[src/rtl/piso_tx_pkg.sv]
// rtl/piso_tx_pkg.sv - shared state encoding and default word width for piso_tx
package piso_tx_pkg;

    typedef enum logic {
        ST_IDLE  = 1'b0,
        ST_SHIFT = 1'b1
    } state_e;

    localparam int DEFAULT_WIDTH = 8;

endpackage

[src/rtl/piso_tx_bit_counter.sv]
// rtl/piso_tx_bit_counter.sv - frame bit counter with terminal count at WIDTH-1
module piso_tx_bit_counter #(
    parameter  int WIDTH = 8,
    localparam int CW    = $clog2(WIDTH)
) (
    input  logic clk,
    input  logic reset,
    input  logic clear,
    input  logic enable,
    output logic terminal
);

    logic [CW-1:0] count_q;
    logic [CW-1:0] count_d;

    always_comb begin
        count_d = count_q;
        if (clear) begin
            count_d = '0;
        end else if (enable) begin
            count_d = count_q + CW'(1);
        end
    end

    always_ff @(posedge clk) begin
        if (reset) begin
            count_q <= '0;
        end else begin
            count_q <= count_d;
        end
    end

    assign terminal = (count_q == CW'(WIDTH - 1));

endmodule

[src/rtl/piso_tx.sv]
// rtl/piso_tx.sv - parallel-in/serial-out transmitter, MSB first, one bit per clock
module piso_tx
    import piso_tx_pkg::*;
#(
    parameter int WIDTH = DEFAULT_WIDTH
) (
    input  logic             clk,
    input  logic             reset,
    input  logic [WIDTH-1:0] data_in,
    input  logic             load_valid,
    output logic             load_ready,
    output logic             sdo,
    output logic             sdo_valid,
    output logic             last
);

    state_e           state_q;
    logic [WIDTH-1:0] shreg_q;
    logic             load_ready_q;
    logic             sdo_valid_q;
    logic             accept;
    logic             terminal;

    assign accept = (state_q == ST_IDLE) && load_valid;

    // The counter holds at WIDTH-1 on the final bit so it never wraps inside a frame.
    piso_tx_bit_counter #(
        .WIDTH (WIDTH)
    ) u_bit_counter (
        .clk      (clk),
        .reset    (reset),
        .clear    (accept),
        .enable   ((state_q == ST_SHIFT) && !terminal),
        .terminal (terminal)
    );

    always_ff @(posedge clk) begin
        if (reset) begin
            state_q      <= ST_IDLE;
            shreg_q      <= '0;
            load_ready_q <= 1'b1;
            sdo_valid_q  <= 1'b0;
        end else begin
            case (state_q)
                ST_IDLE: begin
                    if (load_valid) begin
                        state_q      <= ST_SHIFT;
                        shreg_q      <= data_in;
                        load_ready_q <= 1'b0;
                        sdo_valid_q  <= 1'b1;
                    end
                end
                ST_SHIFT: begin
                    shreg_q <= {shreg_q[WIDTH-2:0], 1'b0};
                    if (terminal) begin
                        state_q      <= ST_IDLE;
                        load_ready_q <= 1'b1;
                        sdo_valid_q  <= 1'b0;
                    end
                end
            endcase
        end
    end

    // After a full frame the register has shifted to zero, but gate anyway so an idle sdo is always 0.
    assign sdo        = shreg_q[WIDTH-1] & sdo_valid_q;
    assign sdo_valid  = sdo_valid_q;
    assign load_ready = load_ready_q;
    assign last       = (state_q == ST_SHIFT) && terminal;

endmodule

[config.mk]
export PLATFORM = sky130hd
export DESIGN_NAME = piso_tx
export DESIGN_NICKNAME = d
export VERILOG_FILES = /design/src/rtl/piso_tx_pkg.sv /design/src/rtl/piso_tx_bit_counter.sv /design/src/rtl/piso_tx.sv
export SDC_FILE = /design/constraint.sdc
export NUM_CORES = 1
export LEC_CHECK = 0
export ABC_AREA = 1
export BUFFER_PORTS_ARGS = -buffer_cell sky130_fd_sc_hd__buf_2
export CAP_MARGIN = 20
export CORE_MARGIN = 8
export CORE_UTILIZATION = 40
export CTS_CLUSTER_DIAMETER = 200
export CTS_CLUSTER_SIZE = 8
export DETAILED_ROUTE_END_ITERATION = 10
export GPL_TIMING_DRIVEN = 1
export SLEW_MARGIN = 20
export SYNTH_ARGS = -nofsm -noshare
export SYNTH_HDL_FRONTEND = slang
export SYNTH_SLANG_ARGS = --single-unit
[constraint.sdc]
create_clock -name clk -period 2.5 [get_ports clk]
set_clock_uncertainty 0.1 [all_clocks]
set_input_delay 0.125 -clock clk [delete_from_list [all_inputs] [get_ports clk]]
set_output_delay 0.125 -clock clk [all_outputs]
set_load 0.02 [all_outputs]
==> impl_metrics.ini <==
[critical_path]
crit_arrival_ns = 2.03
cp-end-kind = flip-flop
crit_type = reg2reg
start_kind = flip-flop
crit_fanout = 11
worst_ep_required_time_ns = 2.57

[cells_and_area]
stdcell_count = 126
final_util_pct = 50.7
syn_to_final_growth_pct = 17.0
antenna_cells = 0
drive_gt1_share_pct = 19.1
fillers = 169
stdcell_area_um2 = 782
finalNetCount = 126

[placement]
gp_congestion = 0.752
hpwlAfterDp_mm = 1.03
placed_cell_area_um2 = 739
port_buffers = 14
dp_cells = 121

[die]
die_w_um = 56.9
die_y_um = 56.9
dieArea_um2 = 3230
row_count = 14
pin_count = 15
start_util_pct = 43.3
core_um2 = 1540

[clock_tree]
cts_tree = yes
cts_root_buf = clkbuf_4
post-cts-setup-buffers = 0
cts_max_level = 1
cts_buffer_depth = 2
clkLatencyLatePin_ns = 0.27
numCtsBuffers = 3
clk_pin_slew_ns = 0.08
clock-sinks = 14

[synth]
yosys.area_share.adder_pct = 5.62
yosys.area_share.xor_xnor_pct = 0
syn_inst = 93
synthesis.nets = 107
yosysSeqAreaShare_pct = 41.9
synth.avg_cell_area_um2 = 7.18
synth_cell_types = 17
yosys.area_share.simple_pct = 36.1
synthMuxAreaShare_pct = 0
ys_ff_latch = 14
synth_top_family_by_area = simple AND/OR/NAND/NOR gates
yosys_warnings = 0
synth_compound_area_share_pct = 4.87
synthesis.area_um2 = 668

[global_routing]
grt_pass1_vias = 549
grt_max_degree = 12
grt_pass1_wl_mm = 2.40
antenna_found_initial = 0
grt.total_usage_pct = 9.17
grt_remaining_overflow = 0

[detailed_routing]
drt_iter0_markers = 22
drcViolationCount = 0
dr.pass1.iters = 4
drt-vias-per-instance = 4.83
final_antenna_net_count = 0
routedWlPerCell_um = 11.2
totalWireLength_mm = 1.41
vias = 609

[timing]
drv_slew = 0
tightest_slew_ns = 0.568
fin_crit_ns = 1.97
grt_setup_unrepaired = no
fmax_mhz = 508
whs_ns = 0.0670
tns_ns = 0
finalSetupViolations = 0
hold_viol = 0
relSlewSlack_pct = 62.1
min_period_over_period_pct = 78.7

[pwr]
vdd_drop_max_mv = 0.293
powerDensity_nw_per_um2 = 554
p_leak_nw = 0.439

[job]
cap_violations = 0

[min_path]
hp-class = in2reg

[status]
status = complete, no violations
## cell usage in the layout (no fill, tap or decap), drive strengths merged
| cell type | netlist | layout |
|---|---|---|
| inv | 13 | 13 |
| nor3 | 1 | 1 |
| nor2 | 3 | 3 |
| clkbuf | 0 | 3 |
| dlygate4sd3 | 0 | 2 |
| o21ai | 1 | 1 |
| dfxtp | 14 | 14 |
| ha | 3 | 3 |
| a21oi | 4 | 4 |
| buf | 2 | 14 |
| o211ai | 1 | 1 |
| clkinv | 2 | 2 |
| nand2 | 35 | 35 |
| nand3 | 14 | 14 |
## routing by layer
| metal | up-vias | GRT usage (%) | routed length [um] |
|---|---|---|---|
| met4 | 0 | 6.04 | 31 |
| li1 | 323 | - | - |
| met2 | 17 | 13.2 | 650 |
| met3 | 4 | 3.60 | 94 |
| met5 | - | 0 | 0 |
| met1 | 265 | 10.9 | 629 |
## cell families (layout without fill, tap and decap cells)
family | Yosys count | after routing
simple gates | 53 | 53
buf+inv | 17 | 34
fa+ha+maj | 3 | 3
compound gates | 6 | 6
flops | 14 | 14
## report_power, final
group	switching (W)	internal [W]	total (W)
registers	0.0000121	0.000235	0.000248
logic	0.0000352	0.0000255	0.0000607
clock network	0.0000689	0.0000558	0.000125
## cell usage after synthesis, drive strengths merged
| library cell | n | share of area [%] |
|---|---|---|
| nand3 | 14 | 10 |
| nand2 | 35 | 21 |
| o211ai | 1 | 1.1 |
| nor2 | 3 | 4.1 |
| buf | 2 | 2.8 |
| o21ai | 1 | 0.75 |
| nor3 | 1 | 0.75 |
| dfxtp | 14 | 42 |
| inv | 13 | 7.3 |
| a21oi | 4 | 3.0 |
| clkinv | 2 | 1.3 |
| ha | 3 | 5.6 |
## critical path: stages (launching register included)
cell           delay (ns)
dfxtp_1              0.69
inv_2                0.20
nand2_1              0.15
inv_1                0.07
nand2_1              0.06
a21oi_1              0.05
dlygate4sd3_1        0.55
## flip-flops by register name (all words and copies together), names as in the netlist
register,count
shreg_q,8
u_bit_counter.count_q,3
load_ready,1
sdo_valid,1
state_q,1
## final cells by class
| type | count | area, um2 | share of cell area, % |
|---|---|---|---|
| Clock buffer | 3 | 22.5 | 2.88 |
| Sequential cell | 14 | 280 | 35.8 |
| Timing Repair Buffer | 16 | 90.1 | 11.5 |
| Inverter | 15 | 57.6 | 7.36 |
| Tap cell | 16 | 20.0 | 2.56 |
| Multi-Input combinational cell | 62 | 312 | 39.8 |
## metrics by stage
| stage | power, W | worst slack, ns |
|---|---|---|
| 6_report | 0.000433 | 0.533 |
| 5_1_grt | 0.000459 | 0.383 |
| 4_1_cts | 0.000440 | 0.548 |
| 3_5_place_dp | 0.000311 | 1.08 |
| 3_3_place_gp | 0.000310 | 1.15 |
| 2_1_floorplan | 0.000294 | 1.30 |
## timing repair
item	CTS	global route
resized for setup	0	0
endpoints found under the hold margin	2	0
hold buffers	2	0
setup endpoints to repair	0	0
## worst paths after layout
check	from	to	slack [ns]	depth (start not counted)
worst max register to register	state_q	shreg_q[0]	0.53	6
worst max-delay path	state_q	shreg_q[0]	0.53	6
worst min-delay path	data_in[3]	shreg_q[3]	0.07	5
worst min register to register	u_bit_counter.count_q[1]	u_bit_counter.count_q[1]	0.37	2
(Power assumes the default switching activity.)
